### config.mk
export PLATFORM = sky130hd
export DESIGN_NAME = asrv32_memoryaccess
export DESIGN_NICKNAME = d
export VERILOG_FILES = /design/src/rtl/asrv32_memoryaccess.sv
export SDC_FILE = /design/constraint.sdc
export NUM_CORES = 1
export LEC_CHECK = 0
export ABC_AREA = 1
export CAP_MARGIN = 40
export CORE_MARGIN = 4
export CORE_UTILIZATION = 44
export DETAILED_ROUTE_END_ITERATION = 8
export PLACE_DENSITY = 0.86
export SLEW_MARGIN = 20
export SYNTH_ARGS = -nofsm -noshare
export SYNTH_HDL_FRONTEND = slang
export SYNTH_SLANG_ARGS = --single-unit
### constraint.sdc
create_clock -name i_clk -period 2.1 [get_ports i_clk]
set_input_delay 0.42 -clock i_clk [delete_from_list [all_inputs] [get_ports i_clk]]
set_output_delay 0.42 -clock i_clk [all_outputs]
set_load 0.005 [all_outputs]
### src/rtl/asrv32_memoryaccess.sv
// asrv32_memoryaccess: memory-access stage of the ASRV32 core.
// Turns LOAD/STORE instructions into single Wishbone-classic transactions.
// It generates the byte-lane selects, replicates the store data, and
// extracts and sign/zero-extends load data. The core is stalled while a
// transaction is outstanding, and the access is aborted if no ack arrives
// within TIMEOUT_CYCLES.
// Optional build macro: ASRV32_MISALIGN_TRAP_EN. When it is defined, a
// misaligned half/word access is trapped instead of being sent to the bus.

`ifndef ASRV32_OPCODES
`define ASRV32_OPCODES
`define OPCODE_WIDTH 11
`define RTYPE  0
`define ITYPE  1
`define LOAD   2
`define STORE  3
`define BRANCH 4
`define JAL    5
`define JALR   6
`define LUI    7
`define AUIPC  8
`define SYSTEM 9
`define FENCE  10
`endif

module asrv32_memoryaccess #(
    parameter int TIMEOUT_CYCLES = 255
) (
    input  logic                     i_clk,
    input  logic                     i_rst_n,
    input  logic                     i_ce,
    input  logic [`OPCODE_WIDTH-1:0] i_opcode,
    input  logic [2:0]               i_funct3,
    input  logic [31:0]              i_addr,
    input  logic [31:0]              i_rs2_data,
    output logic [31:0]              o_load_data,
    output logic                     o_stall,
    output logic                     o_done,
    output logic                     o_bus_err,
    output logic                     o_misaligned,
    output logic                     o_wb_cyc,
    output logic                     o_wb_stb,
    output logic                     o_wb_we,
    output logic [31:0]              o_wb_addr,
    output logic [31:0]              o_wb_data,
    output logic [3:0]               o_wb_sel,
    input  logic                     i_wb_ack,
    input  logic [31:0]              i_wb_data
);

    typedef enum logic {IDLE, ACCESS} state_t;

    localparam logic [7:0] TIMEOUT_LIMIT = TIMEOUT_CYCLES[7:0];

    state_t      r_state;
    logic [7:0]  r_cnt;
    logic [1:0]  r_addr_lo;
    logic [2:0]  r_funct3;
    logic        r_is_load;

    logic        w_is_load;
    logic        w_is_store;
    logic        w_is_mem;
    logic        w_sz_byte;
    logic        w_sz_half;
    logic        w_misaligned;
    logic [3:0]  w_sel;
    logic [31:0] w_wdata;
    logic [7:0]  w_cnt_nxt;

    logic        w_r_sz_byte;
    logic        w_r_sz_half;
    logic        w_r_signed;
    logic [4:0]  w_shamt;
    logic [31:0] w_shifted;
    logic [31:0] w_ext;

    // Only the LOAD/STORE bits of the one-hot opcode matter here
    logic        w_unused_opcode;
    assign w_unused_opcode = ^i_opcode;

    assign w_is_load  = i_opcode[`LOAD];
    assign w_is_store = i_opcode[`STORE];
    assign w_is_mem   = w_is_load | w_is_store;

    // funct3[1:0]: 00 byte, 01 half, anything else (incl. reserved) word
    assign w_sz_byte  = (i_funct3[1:0] == 2'b00);
    assign w_sz_half  = (i_funct3[1:0] == 2'b01);

    assign w_cnt_nxt  = r_cnt + 8'd1;

`ifdef ASRV32_MISALIGN_TRAP_EN
    logic r_misaligned;
    assign w_misaligned = w_is_mem &
                          ((w_sz_half & i_addr[0]) |
                           (!w_sz_byte && !w_sz_half && (i_addr[1:0] != 2'b00)));
    assign o_misaligned = r_misaligned;
`else
    assign w_misaligned = 1'b0;
    assign o_misaligned = 1'b0;
`endif

    // Lane select and store-data replication for the incoming instruction
    always_comb begin
        w_sel   = 4'b1111;
        w_wdata = i_rs2_data;
        if (w_sz_byte) begin
            w_sel   = 4'b0001 << i_addr[1:0];
            w_wdata = {4{i_rs2_data[7:0]}};
        end else if (w_sz_half) begin
            w_sel   = i_addr[1] ? 4'b1100 : 4'b0011;
            w_wdata = {2{i_rs2_data[15:0]}};
        end
    end

    assign w_r_sz_byte = (r_funct3[1:0] == 2'b00);
    assign w_r_sz_half = (r_funct3[1:0] == 2'b01);
    assign w_r_signed  = ~r_funct3[2];

    // Load extraction: shift the addressed lane down, then sign/zero-extend
    always_comb begin
        w_shamt = 5'd0;
        if (w_r_sz_byte) begin
            w_shamt = {r_addr_lo, 3'b000};
        end else if (w_r_sz_half) begin
            w_shamt = {r_addr_lo[1], 4'b0000};
        end
        w_shifted = i_wb_data >> w_shamt;
        w_ext     = w_shifted;
        if (w_r_sz_byte) begin
            w_ext = {{24{w_r_signed & w_shifted[7]}}, w_shifted[7:0]};
        end else if (w_r_sz_half) begin
            w_ext = {{16{w_r_signed & w_shifted[15]}}, w_shifted[15:0]};
        end
    end

    // Stage FSM: launch the bus cycle, wait for ack or timeout, then complete
    always_ff @(posedge i_clk or negedge i_rst_n) begin
        if (!i_rst_n) begin
            r_state      <= IDLE;
            r_cnt        <= 8'd0;
            r_addr_lo    <= 2'b00;
            r_funct3     <= 3'b000;
            r_is_load    <= 1'b0;
            o_load_data  <= 32'd0;
            o_stall      <= 1'b0;
            o_done       <= 1'b0;
            o_bus_err    <= 1'b0;
            o_wb_cyc     <= 1'b0;
            o_wb_stb     <= 1'b0;
            o_wb_we      <= 1'b0;
            o_wb_addr    <= 32'd0;
            o_wb_data    <= 32'd0;
            o_wb_sel     <= 4'b0000;
`ifdef ASRV32_MISALIGN_TRAP_EN
            r_misaligned <= 1'b0;
`endif
        end else begin
            o_done       <= 1'b0;
            o_bus_err    <= 1'b0;
`ifdef ASRV32_MISALIGN_TRAP_EN
            r_misaligned <= 1'b0;
`endif
            case (r_state)
                IDLE: begin
                    if (i_ce) begin
                        if (w_is_mem && !w_misaligned) begin
                            r_addr_lo <= i_addr[1:0];
                            r_funct3  <= i_funct3;
                            r_is_load <= w_is_load;
                            r_cnt     <= 8'd0;
                            o_wb_addr <= {i_addr[31:2], 2'b00};
                            o_wb_data <= w_wdata;
                            o_wb_sel  <= w_sel;
                            o_wb_we   <= w_is_store;
                            o_wb_cyc  <= 1'b1;
                            o_wb_stb  <= 1'b1;
                            o_stall   <= 1'b1;
                            r_state   <= ACCESS;
                        end else begin
                            // Non-memory op or trapped access: complete with no bus cycle
                            o_done      <= 1'b1;
                            o_load_data <= 32'd0;
`ifdef ASRV32_MISALIGN_TRAP_EN
                            r_misaligned <= w_misaligned;
`endif
                        end
                    end
                end
                ACCESS: begin
                    if (i_wb_ack) begin
                        // Ack wins even on the cycle the timeout would fire
                        o_wb_cyc    <= 1'b0;
                        o_wb_stb    <= 1'b0;
                        o_stall     <= 1'b0;
                        o_done      <= 1'b1;
                        o_load_data <= r_is_load ? w_ext : 32'd0;
                        r_state     <= IDLE;
                    end else if (w_cnt_nxt == TIMEOUT_LIMIT) begin
                        o_wb_cyc    <= 1'b0;
                        o_wb_stb    <= 1'b0;
                        o_stall     <= 1'b0;
                        o_done      <= 1'b1;
                        o_bus_err   <= 1'b1;
                        o_load_data <= 32'd0;
                        r_cnt       <= w_cnt_nxt;
                        r_state     <= IDLE;
                    end else begin
                        r_cnt <= w_cnt_nxt;
                    end
                end
                default: r_state <= IDLE;
            endcase
        end
    end

endmodule

==> results of run 1 <==
synthesized netlist by cell type, types with 4 or more instances:
library cell / instances
sky130_fd_sc_hd__clkbuf_1: 17
sky130_fd_sc_hd__buf_2: 10
sky130_fd_sc_hd__o21ai_0: 40
sky130_fd_sc_hd__nor2_1: 34
sky130_fd_sc_hd__nand2_2: 11
sky130_fd_sc_hd__a21oi_1: 12
sky130_fd_sc_hd__buf_4: 5
sky130_fd_sc_hd__o22ai_1: 4
sky130_fd_sc_hd__buf_6: 6
sky130_fd_sc_hd__a41oi_1: 8
sky130_fd_sc_hd__dfrtp_1: 117
sky130_fd_sc_hd__nand3_1: 37
sky130_fd_sc_hd__inv_1: 29
sky130_fd_sc_hd__nand2_1: 315
sky130_fd_sc_hd__a31oi_1: 15
placed cells by master, fill, tap and decap left out, types with 3 or more instances in the layout:
master / instances
sky130_fd_sc_hd__clkdlybuf4s50_1: 207
sky130_fd_sc_hd__clkbuf_8: 3
sky130_fd_sc_hd__a21oi_1: 12
sky130_fd_sc_hd__nor2_1: 34
sky130_fd_sc_hd__dfrtp_1: 117
sky130_fd_sc_hd__nand2_1: 315
sky130_fd_sc_hd__clkinvlp_4: 6
sky130_fd_sc_hd__inv_1: 29
sky130_fd_sc_hd__nand2_2: 11
sky130_fd_sc_hd__o21ai_0: 40
sky130_fd_sc_hd__a31oi_1: 15
sky130_fd_sc_hd__conb_1: 3
sky130_fd_sc_hd__nor2_2: 3
sky130_fd_sc_hd__clkbuf_16: 17
sky130_fd_sc_hd__a41oi_1: 8
sky130_fd_sc_hd__buf_4: 21
sky130_fd_sc_hd__xor2_1: 3
sky130_fd_sc_hd__o22ai_1: 4
sky130_fd_sc_hd__nand3_1: 37
sky130_fd_sc_hd__o221ai_1: 3
sky130_fd_sc_hd__buf_12: 6
stage by stage:
stage          instances  hold slack, ns  cell area, um2
2_1_floorplan        689           0.124            5510
3_3_place_gp        1052           0.293            7850
3_5_place_dp        1052           0.293            7850
4_1_cts             1085           0.413            8440
5_1_grt             1085           0.423            8450
6_report            1085           0.417            8450
routing by layer:
| metal | track usage, % | share of wire, % | wire length (um) |
|---|---|---|---|
| met5 | 0 | 0 | 0 |
| met4 | 9.88 | 3.5 | 574 |
| met3 | 8.34 | 8.6 | 1390 |
| met1 | 28.8 | 41 | 6720 |
| met2 | 35.1 | 47 | 7580 |
report_power, final:
part | leakage, nW | switching [W] | internal [W]
combinational | 2.23 | 0.00110 | 0.00136
clock | 0.263 | 0.00105 | 0.00172
sequential | 1.46 | 0.000305 | 0.00275
cell families after synthesis:
| group | count (synthesis) | synth area share (%) |
|---|---|---|
| buffers and inverters | 70 | 6.16 |
| AND/OR/NAND/NOR | 408 | 30.2 |
| XOR/XNOR | 3 | 0.478 |
| flip-flops | 117 | 53.2 |
| AO/OA/AOI/OAI | 86 | 9.46 |
| adder cells (fa/ha/maj) | 2 | 0.455 |
| other | 1 | 0.0682 |
what timing repair did:
action | CTS | global route
endpoints found under the hold margin | 10 | 0
endpoints found under the setup margin | 0 | 32
hold buffers | 1 | 0
gates resized for setup | 0 | 2
registers in the layout, indices dropped and copies added, names as in the netlist, 2 cells and up:
name,cells
o_load_data,32
o_wb_addr,30
o_wb_data,32
o_wb_sel,4
r_addr_lo,2
r_cnt,8
r_funct3,3
area by class of cell:
class | count | share of cell area (%)
flip-flops and latches | 117 | 34.7
repair buffers | 235 | 27.9
multi-input cells | 502 | 26.8
clock buffers | 21 | 5.57
well taps | 168 | 2.49
inverters | 31 | 1.38
clock inverters | 11 | 1.21
worst min-delay path by stage:
| stage | startpoint | end | slack, ns | cells past startpoint |
|---|---|---|---|---|
| final | i_rst_n | o_wb_data[20] | 0.42 | 2 |
| after global routing | i_rst_n | o_wb_data[20] | 0.42 | 2 |
| after CTS | i_rst_n | o_bus_err | 0.41 | 2 |
| after detailed placement | i_rst_n | o_bus_err | 0.29 | 1 |
| after global placement | i_rst_n | o_bus_err | 0.29 | 1 |
| after floorplan | i_rst_n | o_bus_err | 0.12 | 0 |
worst reg2reg max path, cell delays in order, from the launching register on:
cell and delay, ns:
sky130_fd_sc_hd__dfrtp_1 0.42, sky130_fd_sc_hd__ha_2 0.26, sky130_fd_sc_hd__xor2_1 0.25, sky130_fd_sc_hd__nand2_1 0.09, sky130_fd_sc_hd__nor2_1 0.18, sky130_fd_sc_hd__nand3_2 0.13, sky130_fd_sc_hd__nand2_2 0.16, sky130_fd_sc_hd__nand2_8 0.18
sky130_fd_sc_hd__nand2_1 0.15, sky130_fd_sc_hd__nand2_1 0.05
==> report_table.html, run 1 <==
<table>
<tr><th>Metric</th><th>Value</th></tr>
<tr><th colspan="2">Status</th></tr>
<tr><td>Run status</td><td>finished clean</td></tr>
<tr><th colspan="2">Synth</th></tr>
<tr><td>Post-synth ARST share</td><td>100%</td></tr>
<tr><td>Number of instances in the synthesized netlist</td><td>687</td></tr>
<tr><td>Yosys top cell area share</td><td>53.2%</td></tr>
<tr><td>Post-synth top area cell</td><td>sky130_fd_sc_hd__dfrtp_1</td></tr>
<tr><td>Sequential element share of the synthesized area</td><td>53.2%</td></tr>
<tr><td>Post-synthesis instance area</td><td>0.00550 mm2</td></tr>
<tr><td>Average size of a mapped cell</td><td>8.01 um2</td></tr>
<tr><td>Cell variety after synth</td><td>31</td></tr>
<tr><td>Warnings, synthesis</td><td>0</td></tr>
<tr><td>Synth area leaders</td><td>sky130_fd_sc_hd__dfrtp_1, sky130_fd_sc_hd__nand2_1, sky130_fd_sc_hd__o21ai_0</td></tr>
<tr><td>Most instantiated flip-flop cell in the synthesis netlist</td><td>sky130_fd_sc_hd__dfrtp_1</td></tr>
<tr><td>Number of synthesized flops with an enable pin</td><td>0</td></tr>
<tr><td>Synthesis-stage register bit count</td><td>117</td></tr>
<tr><th colspan="2">Hold path</th></tr>
<tr><td>Type of the tightest min-delay check</td><td>in -&gt; async</td></tr>
<tr><th colspan="2">Timing</th></tr>
<tr><td>Final setup violation count</td><td>0</td></tr>
<tr><td>Final min period</td><td>1.97 ns</td></tr>
<tr><td>Setup repair after global routing missed its margin</td><td>false</td></tr>
<tr><td>Worst setup margin</td><td>0.127 ns</td></tr>
<tr><td>Maximum operating frequency</td><td>507 MHz</td></tr>
<tr><td>Worst clock skew</td><td>~0.010 ns</td></tr>
<tr><td>Final cycle utilization of the critical path</td><td>a little over nine tenths</td></tr>
<tr><td>Final setup TNS</td><td>0 ns</td></tr>
<tr><td>Final Max Slew Viols</td><td>0</td></tr>
<tr><td>Count of final hold-check violations</td><td>0</td></tr>
<tr><th colspan="2">Cells and area</th></tr>
<tr><td>Ratio of cells with drive above 1 in the final layout</td><td>9.05%</td></tr>
<tr><td>Area growth syn-to-layout</td><td>53.5%</td></tr>
<tr><td>Final #Nets</td><td>1020</td></tr>
<tr><td>Final-layout fill cell count</td><td>between 900 and 1000</td></tr>
<tr><td>Final cell utilization of the core</td><td>69.7%</td></tr>
<tr><td>Multi-input combinational cell area</td><td>between 0.002 and 0.0025 mm2</td></tr>
<tr><td>Area occupied by registers</td><td>a little under 0.003 mm2</td></tr>
<tr><td>Diodes inserted</td><td>0</td></tr>
<tr><th colspan="2">Clock tree</th></tr>
<tr><td>Clk slew on worst S/H paths</td><td>0.06 ns</td></tr>
<tr><td>Cell at the root of the clock tree</td><td>sky130_fd_sc_hd__clkbuf_16</td></tr>
<tr><td>CTS tree</td><td>yes</td></tr>
<tr><td>Maximum buffer depth of the clock tree</td><td>2</td></tr>
<tr><td>Postcts setup bufs</td><td>0</td></tr>
<tr><td>TritonCTS Buffers</td><td>17</td></tr>
<tr><td>Sink count of the clock tree</td><td>117</td></tr>
<tr><td>Clock network latency to the later pin of the worst-skew pair</td><td>around 0.41 ns</td></tr>
<tr><td>Clock H-tree levels</td><td>4</td></tr>
<tr><th colspan="2">Power</th></tr>
<tr><td>Total power per unit cell area</td><td>980 mW/mm2</td></tr>
<tr><td>Leak Pwr</td><td>between 3 and 4 nW</td></tr>
<tr><td>IR Drop Worst-Case VDD</td><td>421 uV</td></tr>
<tr><td>Total power draw</td><td>approximately 0.0083 W</td></tr>
<tr><th colspan="2">Detailed routing</th></tr>
<tr><td>Vias</td><td>5437</td></tr>
<tr><td>Avg WL per Cell</td><td>15.0 um</td></tr>
<tr><td>DR iter-0 viols</td><td>389</td></tr>
<tr><td>Antenna-violating nets left</td><td>0</td></tr>
<tr><td>Routed vias/inst</td><td>5.01</td></tr>
<tr><td>Post-route DRC violation count</td><td>0</td></tr>
<tr><td>Drt pass-1 iters</td><td>5</td></tr>
<tr><td>Post-detailed-routing wire length</td><td>about 16000 um</td></tr>
<tr><th colspan="2">Floorplan</th></tr>
<tr><td>Number of top-level design ports</td><td>221</td></tr>
<tr><td>Initial Util</td><td>45.4%</td></tr>
<tr><td>Std cell rows</td><td>40</td></tr>
<tr><td>Die area</td><td>0.0144 mm2</td></tr>
<tr><td>Area of the core</td><td>between 0.01 and 0.015 mm2</td></tr>
<tr><td>Chip Width</td><td>120 um</td></tr>
<tr><td>Y dimension of the die</td><td>120 um</td></tr>
<tr><th colspan="2">Place</th></tr>
<tr><td>HPWL after detailed placement</td><td>11800 um</td></tr>
<tr><td>GP Congestion</td><td>0.881</td></tr>
<tr><td>Pre-CTS worst setup slack</td><td>0.0513 ns</td></tr>
<tr><td>Count of input and output buffers</td><td>208</td></tr>
<tr><th colspan="2">GRT</th></tr>
<tr><td>Total gr overflow</td><td>0</td></tr>
<tr><td>First-pass GRT wire length</td><td>26300 um</td></tr>
<tr><td>Maximum number of pins on one net before global-route repair</td><td>45</td></tr>
<tr><td>Number of global-route vias before repair</td><td>5339</td></tr>
<tr><td>Total routing resource utilization after global routing</td><td>22.7%</td></tr>
<tr><td>Antenna violations before repair</td><td>0</td></tr>
<tr><th colspan="2">Setup path</th></tr>
<tr><td>Number of cells on the worst reg-to-reg path</td><td>9</td></tr>
<tr><td>Worst path arrival time</td><td>2.27 ns</td></tr>
<tr><td>Critical Path End</td><td>o_load_data[22]</td></tr>
<tr><td>Library cell contributing the largest single delay on the critical path</td><td>sky130_fd_sc_hd__dfrtp_1</td></tr>
<tr><td>Largest incremental delay on the critical path</td><td>0.42 ns</td></tr>
<tr><td>Worst EP required</td><td>2.40 ns</td></tr>
<tr><td>Crit path from</td><td>r_cnt[0]</td></tr>
<tr><td>Peak fanout along the critical path</td><td>33</td></tr>
<tr><td>Most Frequent Cell on Critical Path</td><td>sky130_fd_sc_hd__nand2_1</td></tr>
<tr><td>Critical setup path kind</td><td>reg -&gt; reg</td></tr>
<tr><td>Reg-to-reg setup timing slack</td><td>0.13 ns</td></tr>
<tr><td>Stages on the worst setup path</td><td>9</td></tr>
<tr><td>Cells along the critical path</td><td>ha_2 &gt; xor2_1 &gt; nand2_1 &gt; nor2_1 &gt; nand3_2 &gt; nand2_2 &gt; nand2_8 &gt; nand2_1 &gt; nand2_1</td></tr>
<tr><td>Family of cells with the greatest summed delay on the critical path</td><td>simple AND/OR/NAND/NOR gates</td></tr>
<tr><td>Worst reg2reg path startpoint</td><td>r_cnt[0]</td></tr>
<tr><td>Critical register-to-register path endpoint</td><td>o_load_data[22]</td></tr>
<tr><td>Sort of element at the end of the critical path</td><td>register</td></tr>
<tr><td>CP Launch Type</td><td>register</td></tr>
<tr><td>Crit path buffers/inverters</td><td>0</td></tr>
<tr><th colspan="2">Flow run</th></tr>
<tr><td>Max-capacitance violation count</td><td>0</td></tr>
</table>
(Power assumes the default switching activity.)
==> run 2: changes to the inputs <==
PLACE_DENSITY = 0.91   (was 0.86)
==> run 2 against run 1 <==
Maximum frequency up 3.4%. Wire length up 1.8%. Sequential share of layout area down 0.17 points. Clock power up 8.3%. Final area up 0.49%. Die area unchanged. Via count about the same. Clock skew down 0.0024 ns. Flip-flop and latch count unchanged. Sequential power about the same.
==> report_table.html, run 2 (synthesized netlist as in run 1, its figures left out) <==
<table>
<tr><th>Metric</th><th>Value</th></tr>
<tr><th colspan="2">Cells and area</th></tr>
<tr><td>Final-layout fill cell count</td><td>918 (-5.5%)</td></tr>
<tr><td>Layout Cells excl Fill</td><td>1084 (-0.092%)</td></tr>
<tr><td>Largest registers</td><td>o_load_data x32, o_wb_data x32, o_wb_addr x30</td></tr>
<tr><td>Commonest cells after routing, fill and taps aside</td><td>sky130_fd_sc_hd__nand2_1, sky130_fd_sc_hd__clkdlybuf4s50_1, sky130_fd_sc_hd__dfrtp_1, sky130_fd_sc_hd__o21ai_0, sky130_fd_sc_hd__nand3_1</td></tr>
<tr><td>Ratio of cells with drive above 1 in the final layout</td><td>8.96% (-0.090 points)</td></tr>
<tr><td>Final cell utilization of the core</td><td>70.1% (+0.34 points)</td></tr>
<tr><td>Final #Nets</td><td>1018 (-0.20%)</td></tr>
<tr><td>Area growth syn-to-layout</td><td>54.3%</td></tr>
<tr><td>Leading cell type in the layout, fill and taps excluded</td><td>sky130_fd_sc_hd__nand2_1</td></tr>
<tr><th colspan="2">GRT</th></tr>
<tr><td>Antenna violations before repair</td><td>2 (+2)</td></tr>
<tr><td>Maximum number of pins on one net before global-route repair</td><td>46 (+2.2%)</td></tr>
<tr><td>Total gr overflow</td><td>0 (unchanged)</td></tr>
<tr><td>Total routing resource utilization after global routing</td><td>23.4% (+0.69 points)</td></tr>
<tr><td>First-pass GRT wire length</td><td>26900 um (+2.4%)</td></tr>
<tr><td>Number of global-route vias before repair</td><td>5518 (+3.4%)</td></tr>
<tr><th colspan="2">Clock tree</th></tr>
<tr><td>Sink count of the clock tree</td><td>117 (unchanged)</td></tr>
<tr><td>Maximum buffer depth of the clock tree</td><td>2 (unchanged)</td></tr>
<tr><td>CTS tree</td><td>yes</td></tr>
<tr><td>Clk slew on worst S/H paths</td><td>0.06 ns (about the same)</td></tr>
<tr><td>Postcts setup bufs</td><td>0 (unchanged)</td></tr>
<tr><td>Clock network latency to the later pin of the worst-skew pair</td><td>0.41 ns (about the same)</td></tr>
<tr><td>Clock H-tree levels</td><td>4 (unchanged)</td></tr>
<tr><td>TritonCTS Buffers</td><td>17 (unchanged)</td></tr>
<tr><td>Cell at the root of the clock tree</td><td>sky130_fd_sc_hd__clkbuf_16</td></tr>
<tr><th colspan="2">Place</th></tr>
<tr><td>Instance count after placement with tap cells included</td><td>1050 (-0.19%)</td></tr>
<tr><td>GP Congestion</td><td>0.866 (-1.7%)</td></tr>
<tr><td>Count of input and output buffers</td><td>208 (unchanged)</td></tr>
<tr><td>HPWL after detailed placement</td><td>12000 um (+1.4%)</td></tr>
<tr><th colspan="2">Detailed routing</th></tr>
<tr><td>Avg WL per Cell</td><td>15.3 um (+1.9%)</td></tr>
<tr><td>Post-detailed-routing wire length</td><td>16600 um (+1.8%)</td></tr>
<tr><td>Routed vias/inst</td><td>5.02 (+0.11%)</td></tr>
<tr><td>Drt pass-1 iters</td><td>5 (unchanged)</td></tr>
<tr><td>DR iter-0 viols</td><td>564 (+45%)</td></tr>
<tr><td>Vias</td><td>5438 (+0.018%)</td></tr>
<tr><td>Antenna-violating nets left</td><td>0 (unchanged)</td></tr>
<tr><td>Post-route DRC violation count</td><td>0 (unchanged)</td></tr>
<tr><th colspan="2">Hold path</th></tr>
<tr><td>Type of the tightest min-delay check</td><td>reg -&gt; reg</td></tr>
<tr><th colspan="2">Flow run</th></tr>
<tr><td>Max-capacitance violation count</td><td>0 (unchanged)</td></tr>
<tr><th colspan="2">Status</th></tr>
<tr><td>Run status</td><td>finished clean</td></tr>
<tr><th colspan="2">Setup path</th></tr>
<tr><td>Sort of element at the end of the critical path</td><td>register</td></tr>
<tr><td>Critical setup path kind</td><td>reg -&gt; reg</td></tr>
<tr><td>Peak fanout along the critical path</td><td>33 (unchanged)</td></tr>
<tr><td>Worst EP required</td><td>2.38 ns (-0.02 ns)</td></tr>
<tr><td>CP Launch Type</td><td>register</td></tr>
<tr><td>Worst path arrival time</td><td>2.19 ns (-0.08 ns)</td></tr>
<tr><th colspan="2">Floorplan</th></tr>
<tr><td>Chip Width</td><td>120 um (unchanged)</td></tr>
<tr><td>Die area</td><td>0.0144 mm2 (unchanged)</td></tr>
<tr><td>Y dimension of the die</td><td>120 um (unchanged)</td></tr>
<tr><td>Std cell rows</td><td>40 (unchanged)</td></tr>
<tr><td>Initial Util</td><td>45.4% (unchanged)</td></tr>
<tr><td>Area of the core</td><td>0.0121 mm2 (unchanged)</td></tr>
<tr><td>Number of top-level design ports</td><td>221 (unchanged)</td></tr>
<tr><th colspan="2">Power</th></tr>
<tr><td>Total power per unit cell area</td><td>1000 mW/mm2 (+2.6%)</td></tr>
<tr><td>Leak Pwr</td><td>3.99 nW (+0.64%)</td></tr>
<tr><td>IR Drop Worst-Case VDD</td><td>572 uV (+36%)</td></tr>
<tr><th colspan="2">Timing</th></tr>
<tr><td>Final setup TNS</td><td>0 ns (unchanged)</td></tr>
<tr><td>Final worst hold slack</td><td>0.467 ns (+0.0508 ns)</td></tr>
<tr><td>Final setup violation count</td><td>0 (unchanged)</td></tr>
<tr><td>Final min period</td><td>1.91 ns (-0.0658 ns)</td></tr>
<tr><td>Count of final hold-check violations</td><td>0 (unchanged)</td></tr>
<tr><td>Final Max Slew Viols</td><td>0 (unchanged)</td></tr>
<tr><td>Maximum operating frequency</td><td>524 MHz (+3.4%)</td></tr>
<tr><td>Worst clock skew</td><td>0.00811 ns (-0.00238 ns)</td></tr>
<tr><td>Setup repair after global routing missed its margin</td><td>false</td></tr>
<tr><td>Final cycle utilization of the critical path</td><td>90.8% (-3.1 points)</td></tr>
</table>
run 2: worst max-delay path: stages (launching register included):
cell and delay (ns):
sky130_fd_sc_hd__dfrtp_1 0.43, sky130_fd_sc_hd__ha_2 0.27, sky130_fd_sc_hd__xor2_1 0.21, sky130_fd_sc_hd__nand2_1 0.08, sky130_fd_sc_hd__nor2_1 0.14, sky130_fd_sc_hd__nand3_2 0.10
sky130_fd_sc_hd__nand2_2 0.15, sky130_fd_sc_hd__nand2_8 0.18, sky130_fd_sc_hd__nand2_1 0.13, sky130_fd_sc_hd__nand2_1 0.08
run 2: routing by layer:
layer / routed length (um) / global-route usage [%] / up-vias
met1: 6590 / 28.9 / 2512
met4: 395 / 8.73 / 2
met5: 8 / 0 / -
met3: 1430 / 7.35 / 35
li1: - / - / 2632
met2: 8140 / 38.7 / 257
run 2: power breakdown:
part           switching [W]  internal, W  total, W  leakage [nW]
clock network        0.00108      0.00191   0.00299         0.294
logic                0.00112      0.00136   0.00248          2.23
registers           0.000309      0.00275   0.00306          1.46
total                0.00251      0.00602   0.00853          3.99
run 2: layout make-up:
type	instances	area, um2	area share [%]
clock buffers	18	439	5.17
multi-input cells	502	2260	26.6
clock inverters	14	175	2.06
diodes	1	2.50	0.0295
repair buffers	233	2360	27.8
inverters	31	116	1.37
flip-flops and latches	117	2930	34.5
well taps	168	210	2.48
run 2: metrics by stage:
stage / setup slack [ns] / instance area [um2] / total power [W]
2_1_floorplan: 0.497 / 5510 / 0.00405
3_3_place_gp: 0.0920 / 7850 / 0.00547
3_5_place_dp: 0.00764 / 7850 / 0.00555
4_1_cts: 0.0869 / 8470 / 0.00858
5_1_grt: 0.00604 / 8490 / 0.00898
6_report: 0.193 / 8490 / 0.00853
run 2: what timing repair did:
action	CTS	global route
endpoints found under the hold margin	29	0
setup endpoints to repair	0	29
hold buffers	1	0
gates resized for setup	0	2
run 2: worst paths after layout:
| check | endpoint | slack, ns | cells after the start | from |
|---|---|---|---|---|
| hold reg to reg | o_wb_addr[19] | 0.47 | 2 | o_wb_addr[19] |
| setup / recovery | o_load_data[9] | 0.19 | 9 | r_cnt[0] |
| min in group asynchronous | o_load_data[18] | 0.50 | 2 | i_rst_n |
| hold / removal | o_wb_addr[19] | 0.47 | 2 | o_wb_addr[19] |
| setup reg to reg | o_load_data[9] | 0.19 | 9 | r_cnt[0] |
| max in group asynchronous | o_wb_addr[30] | 1.03 | 3 | i_rst_n |
==> run 3: changes to the inputs <==
PLACE_DENSITY = 0.77   (was 0.91)
==> run 3 against run 2 <==
Hold slack worse by 0.0011 ns. Clock skew is 0.0024 ns higher. Global-route usage grew 1.1 points. Utilization down 0.12 points. Die area stayed put. Maximum frequency increased by 3.6%. Clock power rose by 2%. Setup slack better by 0.066 ns. Via count is 1.4% higher. First-iteration DRC count is 37% lower. Sequential power is essentially flat. Final cell count is essentially flat.
==> report_table.html, run 3 (synthesized netlist as in run 1, its figures left out) <==
<table>
<tr><th>Metric</th><th>Value</th></tr>
<tr><th colspan="2">Detailed routing</th></tr>
<tr><td>Antenna-violating nets left</td><td>0 (unchanged)</td></tr>
<tr><td>Post-detailed-routing wire length</td><td>17000 um (+2.9%)</td></tr>
<tr><td>Highest routed metal layer</td><td>met4</td></tr>
<tr><td>Drt pass-1 iters</td><td>5 (unchanged)</td></tr>
<tr><td>Routed vias/inst</td><td>5.09 (+1.5%)</td></tr>
<tr><td>Post-route DRC violation count</td><td>0 (unchanged)</td></tr>
<tr><td>Vias</td><td>5513 (+1.4%)</td></tr>
<tr><td>DR iter-0 viols</td><td>354 (-37%)</td></tr>
<tr><td>Avg WL per Cell</td><td>15.7 um (+3.0%)</td></tr>
<tr><td>Detailed-routed wire length on met2</td><td>8270 um (+1.7%)</td></tr>
<tr><td>Wl on met1</td><td>6700 um (+1.6%)</td></tr>
<tr><td>Routed wl met3</td><td>1750 um (+22%)</td></tr>
<tr><th colspan="2">Power</th></tr>
<tr><td>Total power per unit cell area</td><td>1010 mW/mm2 (+0.89%)</td></tr>
<tr><td>Leak Pwr</td><td>3.99 nW (+0.12%)</td></tr>
<tr><td>IR Drop Worst-Case VDD</td><td>671 uV (+17%)</td></tr>
<tr><th colspan="2">Timing</th></tr>
<tr><td>Final setup TNS</td><td>0 ns (unchanged)</td></tr>
<tr><td>Worst setup margin</td><td>0.259 ns (+0.0664 ns)</td></tr>
<tr><td>Final setup violation count</td><td>0 (unchanged)</td></tr>
<tr><td>Final cycle utilization of the critical path</td><td>87.6% (-3.2 points)</td></tr>
<tr><td>Maximum operating frequency</td><td>543 MHz (+3.6%)</td></tr>
<tr><td>Final Max Slew Viols</td><td>0 (unchanged)</td></tr>
<tr><td>Setup repair after global routing missed its margin</td><td>false</td></tr>
<tr><td>Final min period</td><td>1.84 ns (-0.0664 ns)</td></tr>
<tr><td>Count of final hold-check violations</td><td>0 (unchanged)</td></tr>
<tr><td>Worst clock skew</td><td>0.0105 ns (+0.00238 ns)</td></tr>
<tr><th colspan="2">Clock tree</th></tr>
<tr><td>TritonCTS Buffers</td><td>17 (unchanged)</td></tr>
<tr><td>Sink count of the clock tree</td><td>117 (unchanged)</td></tr>
<tr><td>Maximum buffer depth of the clock tree</td><td>2 (unchanged)</td></tr>
<tr><td>Cell at the root of the clock tree</td><td>sky130_fd_sc_hd__clkbuf_16</td></tr>
<tr><td>Clk slew on worst S/H paths</td><td>0.05 ns (about the same)</td></tr>
<tr><td>CTS tree</td><td>yes</td></tr>
<tr><td>Clock H-tree levels</td><td>4 (unchanged)</td></tr>
<tr><td>Clock network latency to the later pin of the worst-skew pair</td><td>0.42 ns (about the same)</td></tr>
<tr><th colspan="2">Setup path</th></tr>
<tr><td>Worst EP required</td><td>2.40 ns (+0.02 ns)</td></tr>
<tr><td>Reg-to-reg setup timing slack</td><td>0.26 ns (+0.07 ns)</td></tr>
<tr><td>Worst reg2reg path startpoint</td><td>r_cnt[0]</td></tr>
<tr><td>Peak fanout along the critical path</td><td>33 (unchanged)</td></tr>
<tr><td>Number of cells on the worst reg-to-reg path</td><td>9 (unchanged)</td></tr>
<tr><td>Critical register-to-register path endpoint</td><td>o_load_data[21]</td></tr>
<tr><td>Critical setup path kind</td><td>reg -&gt; reg</td></tr>
<tr><td>Worst path arrival time</td><td>2.14 ns (-0.05 ns)</td></tr>
<tr><td>CP Launch Type</td><td>register</td></tr>
<tr><td>Sort of element at the end of the critical path</td><td>register</td></tr>
<tr><th colspan="2">Cells and area</th></tr>
<tr><td>Diodes inserted</td><td>0 (-1)</td></tr>
<tr><td>Largest registers</td><td>o_load_data x32, o_wb_data x32, o_wb_addr x30</td></tr>
<tr><td>Final std cell area, no fill</td><td>0.00847 mm2 (-0.18%)</td></tr>
<tr><td>Leading cell type in the layout, fill and taps excluded</td><td>sky130_fd_sc_hd__nand2_1</td></tr>
<tr><td>Area growth syn-to-layout</td><td>54.0%</td></tr>
<tr><td>Layout Cells excl Fill</td><td>1083 (-0.092%)</td></tr>
<tr><td>Commonest cells after routing, fill and taps aside</td><td>sky130_fd_sc_hd__nand2_1, sky130_fd_sc_hd__clkdlybuf4s50_1, sky130_fd_sc_hd__dfrtp_1, sky130_fd_sc_hd__o21ai_0, sky130_fd_sc_hd__nand3_1</td></tr>
<tr><td>Final #Nets</td><td>1018 (unchanged)</td></tr>
<tr><td>Ratio of cells with drive above 1 in the final layout</td><td>8.52% (-0.44 points)</td></tr>
<tr><th colspan="2">Hold path</th></tr>
<tr><td>Type of the tightest min-delay check</td><td>reg -&gt; reg</td></tr>
<tr><td>Worst hold start</td><td>o_load_data[29]</td></tr>
<tr><td>WHS Path Cells</td><td>2 (unchanged)</td></tr>
<tr><td>Hold worst-path end</td><td>o_load_data[29]</td></tr>
<tr><th colspan="2">Floorplan</th></tr>
<tr><td>Std cell rows</td><td>40 (unchanged)</td></tr>
<tr><td>Die area</td><td>0.0144 mm2 (unchanged)</td></tr>
<tr><td>Y dimension of the die</td><td>120 um (unchanged)</td></tr>
<tr><td>Number of top-level design ports</td><td>221 (unchanged)</td></tr>
<tr><td>Area of the core</td><td>0.0121 mm2 (unchanged)</td></tr>
<tr><td>Chip Width</td><td>120 um (unchanged)</td></tr>
<tr><td>Initial Util</td><td>45.4% (unchanged)</td></tr>
<tr><th colspan="2">Place</th></tr>
<tr><td>HPWL after detailed placement</td><td>12400 um (+3.5%)</td></tr>
<tr><td>Pre-CTS worst setup slack</td><td>0.0382 ns (+0.0305 ns)</td></tr>
<tr><td>Instance area after placement</td><td>0.00784 mm2 (-0.16%)</td></tr>
<tr><td>Count of input and output buffers</td><td>208 (unchanged)</td></tr>
<tr><td>Instance count after placement with tap cells included</td><td>1050 (unchanged)</td></tr>
<tr><td>GP Congestion</td><td>0.921 (+6.4%)</td></tr>
<tr><th colspan="2">Status</th></tr>
<tr><td>Run status</td><td>finished clean</td></tr>
<tr><th colspan="2">GRT</th></tr>
<tr><td>First-pass GRT wire length</td><td>27900 um (+3.7%)</td></tr>
<tr><td>Antenna violations before repair</td><td>0 (-2)</td></tr>
<tr><td>Total gr overflow</td><td>0 (unchanged)</td></tr>
<tr><td>Total routing resource utilization after global routing</td><td>24.5% (+1.1 points)</td></tr>
<tr><td>Maximum number of pins on one net before global-route repair</td><td>54 (+17%)</td></tr>
<tr><td>Number of global-route vias before repair</td><td>5630 (+2.0%)</td></tr>
<tr><th colspan="2">Flow run</th></tr>
<tr><td>Max-capacitance violation count</td><td>0 (unchanged)</td></tr>
</table>
run 3: per-layer routing:
layer,global-route usage [%],vias to the layer above
met3,10.7,25
met5,0,-
met1,29.0,2616
met4,8.66,0
met2,39.9,253
li1,-,2619
run 3: what timing repair did:
action,4_1_cts,5_1_grt
endpoints found under the hold margin,30,0
hold buffers,1,0
gates resized for setup,0,1
setup buffers,0,0
setup endpoints to repair,0,3
run 3: worst max path at each step:
stage	from	to	cells past startpoint
detailed placement	i_ce	o_wb_sel[3]	6
global placement	i_opcode[3]	o_wb_sel[2]	6
finish	r_cnt[0]	o_load_data[21]	9
global route	r_cnt[0]	o_load_data[9]	9
CTS	r_cnt[0]	o_load_data[9]	9
floorplan	r_cnt[0]	o_load_data[10]	10
run 3: where the power goes:
group | total [W] | switching (W) | internal (W) | leakage, nW
combinational | 0.00247 | 0.00112 | 0.00135 | 2.22
sequential | 0.00307 | 0.000315 | 0.00275 | 1.46
clock | 0.00305 | 0.00102 | 0.00203 | 0.304
run 3: stage by stage:
| stage | util, % | total power (W) | hold slack [ns] |
|---|---|---|---|
| global placement | 64.7 | 0.00547 | 0.399 |
| global route | 70.0 | 0.00905 | 0.485 |
| finish | 70.0 | 0.00859 | 0.466 |
| detailed placement | 64.7 | 0.00555 | 0.397 |
| CTS | 69.9 | 0.00863 | 0.471 |
| floorplan | - | 0.00405 | 0.124 |
run 3: area by class of cell:
| type | count | area, um2 |
|---|---|---|
| Sequential cell | 117 | 2930 |
| Inverter | 31 | 116 |
| Tap cell | 168 | 210 |
| Clock inverter | 10 | 153 |
| Timing Repair Buffer | 233 | 2340 |
| Clock buffer | 22 | 464 |
| Multi-Input combinational cell | 502 | 2260 |
| Fill cell | 973 | 3640 |
run 3: worst max-delay path, cell delays in order (launching register included):
cell and delay [ns]:
sky130_fd_sc_hd__dfrtp_1 0.41, sky130_fd_sc_hd__ha_1 0.26, sky130_fd_sc_hd__nand3_1 0.12, sky130_fd_sc_hd__xor2_1 0.18
sky130_fd_sc_hd__nor2_2 0.14, sky130_fd_sc_hd__nand3_2 0.10, sky130_fd_sc_hd__nand2_2 0.14, sky130_fd_sc_hd__nand2_8 0.18
sky130_fd_sc_hd__nand2_1 0.12, sky130_fd_sc_hd__nand2_1 0.05
